`config.mk`:
```
export PLATFORM = sky130hd
export DESIGN_NAME = hazard_control_unit
export DESIGN_NICKNAME = d
export VERILOG_FILES = /design/src/rtl/hazard_control_unit.sv
export SDC_FILE = /design/constraint.sdc
export NUM_CORES = 1
export LEC_CHECK = 0
export CORE_MARGIN = 1.5
export CORE_UTILIZATION = 30
export CTS_CLUSTER_DIAMETER = 200
export DETAILED_ROUTE_END_ITERATION = 6
export SYNTH_ARGS = -nofsm -noshare
export SYNTH_HDL_FRONTEND = slang
export SYNTH_SLANG_ARGS = --single-unit
export TNS_END_PERCENT = 10
```
`constraint.sdc`:
```
create_clock -name clk_i -period 2.8 [get_ports clk_i]
set_input_delay 0.42 -clock clk_i [delete_from_list [all_inputs] [get_ports clk_i]]
set_output_delay 0.42 -clock clk_i [all_outputs]
set_load 0.02 [all_outputs]
```
`src/rtl/hazard_control_unit.sv`:
```
// hazard_control_unit: stall/flush controller for the 5-stage MIPS pipeline.
// Resolves the hazards forwarding cannot: load-use dependencies (bubble
// insertion), data-memory wait cycles (full freeze) and taken-branch fetch
// squash. Also keeps a saturating stall-cycle counter and a sticky
// memory-timeout flag.
//
// Ports:
//   clk_i, rst_i                  clock (rising edge), synchronous active-high reset
//   IF_ID_RegRs/IF_ID_RegRt       source registers of the instruction in ID
//   ID_EX_MemRead/ID_EX_RegRt     load in EX and its destination register
//   Branch_Taken                  branch resolved taken in ID
//   DMem_Stall                    data memory busy, freeze the whole pipeline
//   PC_Write/IF_ID_Write          front-end update enables
//   ID_EX_Bubble                  zero the ID_EX control fields
//   IF_Flush                      squash the instruction being fetched
//   Stall_All                     freeze EX_MEM and MEM_WB
//   Stall_Count                   saturating count of cycles with PC_Write=0
//   Mem_Timeout                   sticky memory-timeout error flag
module hazard_control_unit #(
    parameter int unsigned LOAD_USE_STALLS = 1,
    parameter int unsigned MEM_TIMEOUT     = 255,
    parameter int unsigned CNT_W           = 16
) (
    input  logic             clk_i,
    input  logic             rst_i,
    input  logic [4:0]       IF_ID_RegRs,
    input  logic [4:0]       IF_ID_RegRt,
    input  logic             ID_EX_MemRead,
    input  logic [4:0]       ID_EX_RegRt,
    input  logic             Branch_Taken,
    input  logic             DMem_Stall,
    output logic             PC_Write,
    output logic             IF_ID_Write,
    output logic             ID_EX_Bubble,
    output logic             IF_Flush,
    output logic             Stall_All,
    output logic [CNT_W-1:0] Stall_Count,
    output logic             Mem_Timeout
);

    localparam int unsigned WCNT_W = 16;
    localparam logic [1:0]        LU_INIT  = 2'(LOAD_USE_STALLS - 1);
    localparam logic [WCNT_W-1:0] TIMEOUT  = WCNT_W'(MEM_TIMEOUT);
    localparam logic [WCNT_W-1:0] WCNT_MAX = '1;
    localparam logic [CNT_W-1:0]  CNT_MAX  = '1;

    typedef enum logic [1:0] {
        RUN      = 2'd0,
        LOAD_USE = 2'd1,
        MEM_WAIT = 2'd2
    } state_e;

    state_e              state_q, state_d;
    logic [1:0]          bcnt_q, bcnt_d;
    logic [WCNT_W-1:0]   wcnt_q, wcnt_d;
    logic [CNT_W-1:0]    stall_count_q, stall_count_d;
    logic                mem_timeout_q, mem_timeout_d;
    logic                lu_c;

    // Load-use hazard: load in EX writes a register the ID instruction reads.
    assign lu_c = ID_EX_MemRead && (ID_EX_RegRt != 5'd0) &&
                  ((ID_EX_RegRt == IF_ID_RegRs) || (ID_EX_RegRt == IF_ID_RegRt));

    // Next state, counters and combinational pipeline controls.
    always_comb begin
        state_e eff_c;

        state_d      = state_q;
        bcnt_d       = bcnt_q;
        wcnt_d       = wcnt_q;
        PC_Write     = 1'b1;
        IF_ID_Write  = 1'b1;
        ID_EX_Bubble = 1'b0;
        IF_Flush     = 1'b0;
        Stall_All    = 1'b0;
        eff_c        = state_q;

        // On the memory release cycle the state we return to already governs
        // this cycle's outputs, so the pending bubbles are not lengthened.
        if (state_q == MEM_WAIT && !DMem_Stall) begin
            wcnt_d = '0;
            eff_c  = (bcnt_q != 2'd0) ? LOAD_USE : RUN;
        end

        case (eff_c)
            RUN: begin
                state_d = RUN;
                if (DMem_Stall) begin
                    PC_Write    = 1'b0;
                    IF_ID_Write = 1'b0;
                    Stall_All   = 1'b1;
                    state_d     = MEM_WAIT;
                    wcnt_d      = WCNT_W'(1);
                end else if (lu_c) begin
                    PC_Write     = 1'b0;
                    IF_ID_Write  = 1'b0;
                    ID_EX_Bubble = 1'b1;
                    if (LOAD_USE_STALLS > 32'd1) begin
                        state_d = LOAD_USE;
                        bcnt_d  = LU_INIT;
                    end
                end else if (Branch_Taken) begin
                    IF_Flush = 1'b1;
                end
            end
            LOAD_USE: begin
                if (DMem_Stall) begin
                    // Freeze preempts the bubble sequence; bcnt is held.
                    PC_Write    = 1'b0;
                    IF_ID_Write = 1'b0;
                    Stall_All   = 1'b1;
                    state_d     = MEM_WAIT;
                    wcnt_d      = WCNT_W'(1);
                end else begin
                    PC_Write     = 1'b0;
                    IF_ID_Write  = 1'b0;
                    ID_EX_Bubble = 1'b1;
                    bcnt_d       = bcnt_q - 2'd1;
                    state_d      = (bcnt_q == 2'd1) ? RUN : LOAD_USE;
                end
            end
            MEM_WAIT: begin
                PC_Write    = 1'b0;
                IF_ID_Write = 1'b0;
                Stall_All   = 1'b1;
                state_d     = MEM_WAIT;
                if (wcnt_q != WCNT_MAX) begin
                    wcnt_d = wcnt_q + WCNT_W'(1);
                end
            end
            default: begin
                state_d = RUN;
                bcnt_d  = '0;
                wcnt_d  = '0;
            end
        endcase

        if (rst_i) begin
            PC_Write     = 1'b0;
            IF_ID_Write  = 1'b0;
            ID_EX_Bubble = 1'b1;
            IF_Flush     = 1'b0;
            Stall_All    = 1'b0;
        end

        stall_count_d = stall_count_q;
        if (!PC_Write && (stall_count_q != CNT_MAX)) begin
            stall_count_d = stall_count_q + CNT_W'(1);
        end

        mem_timeout_d = mem_timeout_q |
                        ((state_d == MEM_WAIT) && (wcnt_d >= TIMEOUT));
    end

    // State and counter registers with synchronous reset.
    always_ff @(posedge clk_i) begin
        if (rst_i) begin
            state_q       <= RUN;
            bcnt_q        <= '0;
            wcnt_q        <= '0;
            stall_count_q <= '0;
            mem_timeout_q <= 1'b0;
        end else begin
            state_q       <= state_d;
            bcnt_q        <= bcnt_d;
            wcnt_q        <= wcnt_d;
            stall_count_q <= stall_count_d;
            mem_timeout_q <= mem_timeout_d;
        end
    end

    assign Stall_Count = stall_count_q;
    assign Mem_Timeout = mem_timeout_q;

endmodule

```
## Yosys cells after proc, flatten, opt, wreduce, memory -nomap -nowiden

Cells that the tools add are included.

- Add/sub/neg operators: 3
- Magnitude comparators: 1
- Equality and inequality tests: 10
- Muxes and demuxes: 29
- Bitwise gates (word level): 2
- Reduce and logical (&&, ||, !) cells: 15

Operators by type and width:

| cell | number |
|---|---|
| two-way mux 16 bit | 3 |
| adder 16 x 1 -> 16 bit (second input constant) | 2 |
| != test 16 bit (second input constant) | 2 |
| one-hot mux 16 bit (2 select lines) | 1 |
| >= comparator 16 x 8 -> 1 bit (second input constant) | 1 |
| two-way mux 1 bit | 16 |
| equality test 5 bit | 2 |
| two-way mux 2 bit | 4 |
| equality test 2 bit (second input constant) | 3 |
| one-hot mux 1 bit (2 select lines) | 3 |
| one-hot mux 2 bit (3 select lines) | 1 |
| OR reduction 2 bit | 3 |
| logical AND 1 bit | 5 |
| nonzero test 5 bit | 1 |
| equality test 2 x 1 -> 1 bit (second input constant) | 2 |
| one-hot mux 2 bit (2 select lines) | 1 |
| logical NOT 1 bit | 2 |
| logical NOT 2 bit | 1 |
| != test 2 bit (second input constant) | 1 |
| AND reduction 2 bit | 1 |
| nonzero test 2 bit | 1 |
| subtractor 2 x 1 -> 2 bit (second input constant) | 1 |
| logical OR 1 bit | 1 |
| inverter 1 bit | 1 |
| bitwise OR 1 bit | 1 |

- Flip-flop bits (word level): 37
- Input port bits: 20
- Output and inout port bits: 22
- Word-level logic and storage cells: 65

## Depth between registers and ports, before layout

- Word-level depth: 9
- Depth in mapped cells: 14
- Gate-level depth less buffers: 13

## Worst setup path after synthesis

No wires, ideal clock.

- Kind: input to output
- Start point: in DMem_Stall
- End point: out PC_Write
- Arrival: 2475 ps
- Data required time: 2380 ps
- Slack: -95 ps
- Stages: 10
- Path buffers: 4
- Cell sequence: clkbuf_1 or3b_1 and2_1 ha_1 nor3_1 a31oi_4 inv_2 buf_2 buf_2 buf_4

- Word-level cells in the longest chain between the ends: 7

RTL lines:

| what | line | text |
|---|---|---|
| start: declaration | 31 | `input logic DMem_Stall,` |
| logical NOT 1 bit | 80 | `if (state_q == MEM_WAIT && !DMem_Stall) begin` |
| logical AND 1 bit | 80 |  |
| two-way mux 2 bit | 80 |  |
| equality test 2 bit / equality test 2 x 1 -> 1 bit (equally long branches) | n/a |  |
| OR reduction 2 bit (no line) | n/a |  |
| one-hot mux 1 bit (2 select lines) (*) | n/a |  |
| two-way mux 1 bit (*) | n/a |  |
| end: declaration | 32 | `output logic PC_Write,` |

Every way passes the cells marked *; elsewhere a longest branch is shown, timed or not.

## Worst setup path after layout

- Start point: in DMem_Stall
- End point: reg mem_timeout_q (netlist: Mem_Timeout)

- Word-level cells in the longest chain between the ends: 9

RTL lines:

| what | line | text |
|---|---|---|
| logical NOT 1 bit | 80 |  |
| logical AND 1 bit | 80 |  |
| two-way mux 2 bit | 80 |  |
| equality test 2 x 1 -> 1 bit / logical NOT 2 bit (equally long branches) | 85 | `case (eff_c)` |
| OR reduction 2 bit (no line) | n/a |  |
| one-hot mux 16 bit (2 select lines) | 85 |  |
| >= comparator 16 x 8 -> 1 bit | 152 | `((state_d == MEM_WAIT) && (wcnt_d >= TIMEOUT));` |
| logical AND 1 bit (*) | 152 |  |
| bitwise OR 1 bit (*) | 151 | `mem_timeout_d = mem_timeout_q \|` |
| end signal: assignment | 168 | `mem_timeout_q <= mem_timeout_d;` |
| end: declaration | 57 | `logic mem_timeout_q, mem_timeout_d;` |

Marked as above.
A chain may end at the register's enable or synchronous reset.

==> results.sh <==
export IMPL_postRouteAntennaNets=0
export IMPL_critPathMaxStageDelay_ns=0.49
export IMPL_period_needed_ns=2.78
export IMPL_synthCells=323
export IMPL_power_total_mw=1.11
export IMPL_rr_startpoint="bcnt_q[0]$_SDFFE_PP0P_"
export IMPL_swShare=0.275
export IMPL_postLayoutCoreUtil=0.422
export IMPL_dpl_cell_area_um2=3370
export IMPL_synthArstFlopShare=0
export IMPL_antenna_found_initial=0
export IMPL_drive_gt1_frac=0.188
export IMPL_r2r_slack_ns=0.07
export IMPL_die_x_um=95.5
export IMPL_start_util=0.311
export IMPL_worst_r2r_endpoint="Mem_Timeout$_SDFF_PP0_"
export IMPL_p_switching_mw=0.304
export IMPL_synth_top_area_cell="dfxtp_1"
export IMPL_place_port_buffers=41
export IMPL_internal_power_mw=0.801
export IMPL_diodes=0
export IMPL_cts_root_buf="clkbuf_8"
export IMPL_combPwrFrac=0.170
export IMPL_cts_tree="done"
export IMPL_die_area_um2=9120
export IMPL_cts_hold_buf=0
export IMPL_synth_area_um2=2570
export IMPL_slew_violations=0
export IMPL_worst_setup_path_type="in2reg"
export IMPL_insertion_delay_ns=0.30
export IMPL_cts_sinks=37
export IMPL_p_per_area_nw_per_um2=317
export IMPL_grtUsageTotal=0.170
export IMPL_wl_um=7300
export IMPL_whs_endpoint="bcnt_q[1]$_SDFFE_PP0P_"
export IMPL_grt_start_max_net_pins=27
export IMPL_synth_area_leaders="dfxtp_1, a21oi_1, ha_1"
export IMPL_route_detailed_wl_per_inst_um=14.5
export IMPL_synth_flop_cell="dfxtp_1"
export IMPL_slew_headroom=0.744
export IMPL_setup_viol=0
export IMPL_finalWorstSetupSlack_ns=0.0181
export IMPL_vias=2708
export IMPL_reg2reg_depth=12
export IMPL_drtPass1Iterations=4
export IMPL_cts_htree_levels=2
export IMPL_cts_setup_buffers=0
export IMPL_yosysSeqAreaShare=0.288
export IMPL_die_h_um=95.5
export IMPL_grt_ovfl_total=0
export IMPL_finalCritPeriodShare=0.994
export IMPL_tightestPinTransition_ns=0.385
export IMPL_p_clk_frac=0.340
export IMPL_hold_start="bcnt_q[1]$_SDFFE_PP0P_"
export IMPL_hp_class="reg2reg"
export IMPL_holdPathStages=2
export IMPL_worstPathCellList="clkdlybuf4s50_1 > buf_4 > nor3b_1 > or2_2 > inv_1 > ha_2 > buf_4 > and3_1 > nand3_1 > o211ai_1 > o211ai_1 > nor4_1 > a311o_1"
export IMPL_numCtsBuffers=5
export IMPL_crit_slowest_cell="clkdlybuf4s50_1"
export IMPL_drcViolationCount=0
export IMPL_drt_iter0_markers=101
export IMPL_maxCapViolations=0
export IMPL_hold_viol=0
export IMPL_grt_pass1_wl_um=12300
export IMPL_routed_via_density=5.38
export IMPL_hpwl_um=5410
export IMPL_synth_nets=352
export IMPL_rsz0062_at_grt="true"
export IMPL_ir_drop_mv=0.165
export IMPL_power_frac_seq=0.490
export IMPL_worstPathRequired_ns=3.05
export IMPL_ys_seq_elements=37
export IMPL_clkSlewWorstSetupHoldPaths_ns=0.08
export IMPL_crit_path_start_kind="input port"
export IMPL_place_congestion=0.892
export IMPL_synth_area_per_cell_um2=7.95
export IMPL_leakage_nw=1.27
export IMPL_yosysTopAreaCellShare=0.288
export IMPL_ys_warn_count=0
export IMPL_clock_skew_ns=0.00907
export IMPL_place_ws_ns=-0.363
export IMPL_crit_path_max_fanout=13
export IMPL_crit_path_end_kind="flop"
export IMPL_postLayoutCellArea_um2=3480
export IMPL_core_area_um2=8260
export IMPL_grt_pass1_vias=2549
export IMPL_synth_edf_count=0
export IMPL_clock_tree_buffer_depth=2
export IMPL_rows=33
export IMPL_ys_types=62
export IMPL_synthToLayoutAreaGrowth_pct=35.7
export IMPL_status="finished, final reports clean"
export IMPL_fmax_mhz=359
export IMPL_nets=426
export IMPL_pin_count=42
export IMPL_cp_arrival_ns=3.03
sequential cells by signal, indices dropped and copies added, names as in the netlist:
signal / cells
Mem_Timeout: 1
Stall_Count: 16
bcnt_q: 2
state_q: 2
wcnt_q: 16
cells in the mapped netlist (9+ instances only):
| library cell | n |
|---|---|
| nor2b_1 | 14 |
| ha_1 | 9 |
| nor3_1 | 13 |
| a21oi_1 | 25 |
| dfxtp_1 | 37 |
| o31ai_1 | 10 |
| nor2_1 | 24 |
| inv_1 | 11 |
| nor4_1 | 9 |
| nand2_1 | 21 |
| nand3_1 | 16 |
worst max-delay path: cells and delay by family:
kind	cells	cell delay, ns
compound gates	3	0.46
fa+ha+maj	1	0.25
buf+inv	4	0.97
simple gates	5	0.93
layout make-up:
type                    instances  area (um^2)
multi-input cells             256         1740
well taps                     105          131
fillers                       857         4770
clock inverters                 2         10.0
inverters                      13         51.3
flip-flops and latches         37          741
clock buffers                   6         72.6
repair buffers                 84          736
cell usage in the layout (no fill, tap or decap), types with 3 or more instances in the layout:
cell type and instances:
buf_4 42, dfxtp_1 37, clkdlybuf4s50_1 37, a21oi_1 25, nor2_1 24, nand2_1 21, nand3_1 16, nor2b_1 14
inv_1 11, nor3_1 10, o31ai_1 10, or4_1 8, o21ai_0 8, and3_1 8, nor4_1 8, xnor2_1 7
ha_1 7, nand4_1 6, xor2_1 5, and4_1 5, o211ai_1 5, clkbuf_8 5, a211oi_1 4, and2_1 4
or3_1 4, mux2_1 4, nor3b_1 3, or2_2 3, nor3_2 3, a31oi_1 3, a22oi_1 3
power groups by stage:
stage / Clock, mW / Combinational, mW / Sequential (mW)
after floorplan: 0 / 0.0838 / 0.557
after global placement: 0 / 0.184 / 0.553
after detailed placement: 0 / 0.186 / 0.553
after CTS: 0.392 / 0.187 / 0.541
after global routing: 0.414 / 0.204 / 0.543
final: 0.376 / 0.188 / 0.541
worst max-delay path by stage:
stage	from	endpoint	slack, ns
2_1_floorplan	DMem_Stall	Mem_Timeout$_SDFF_PP0_	-0.01
3_3_place_gp	DMem_Stall	Mem_Timeout$_SDFF_PP0_	-0.32
3_5_place_dp	DMem_Stall	Mem_Timeout$_SDFF_PP0_	-0.36
4_1_cts	DMem_Stall	Mem_Timeout$_SDFF_PP0_	-0.04
5_1_grt	DMem_Stall	Mem_Timeout$_SDFF_PP0_	-0.11
6_report	DMem_Stall	Mem_Timeout$_SDFF_PP0_	0.02
metal layers:
layer | vias to the layer above | wire length (um) | track usage
met5 | - | 0 | 0
met4 | 0 | 97 | 0.0466
met3 | 13 | 274 | 0.0303
met2 | 73 | 3500 | 0.288
met1 | 1265 | 3430 | 0.220
li1 | 1357 | - | -
cell families after synthesis:
| kind of cell | after synthesis | share of synthesized area |
|---|---|---|
| AND/OR/NAND/NOR | 151 | 0.331 |
| buffers and inverters | 30 | 0.0536 |
| adder cells (fa/ha/maj) | 9 | 0.0439 |
| flip-flops | 37 | 0.288 |
| AO/OA/AOI/OAI | 80 | 0.224 |
| multiplexers | 4 | 0.0175 |
| XOR/XNOR | 12 | 0.0409 |
through the flow:
| stage | setup TNS (ns) | hold WS [ns] | cells |
|---|---|---|---|
| detailed placement | -4.22 | 0.484 | 495 |
| CTS | -0.0484 | 0.502 | 503 |
| global placement | -3.25 | 0.476 | 495 |
| finish | 0 | 0.493 | 503 |
| global route | -0.175 | 0.547 | 503 |
| floorplan | -0.0141 | 0.457 | 323 |
timing repair:
item	in CTS	in global routing
gates resized for setup	10	9
pin swaps	0	0
endpoints found under the setup margin	5	8
No activity file was read; power rests on OpenSTA's default activity.
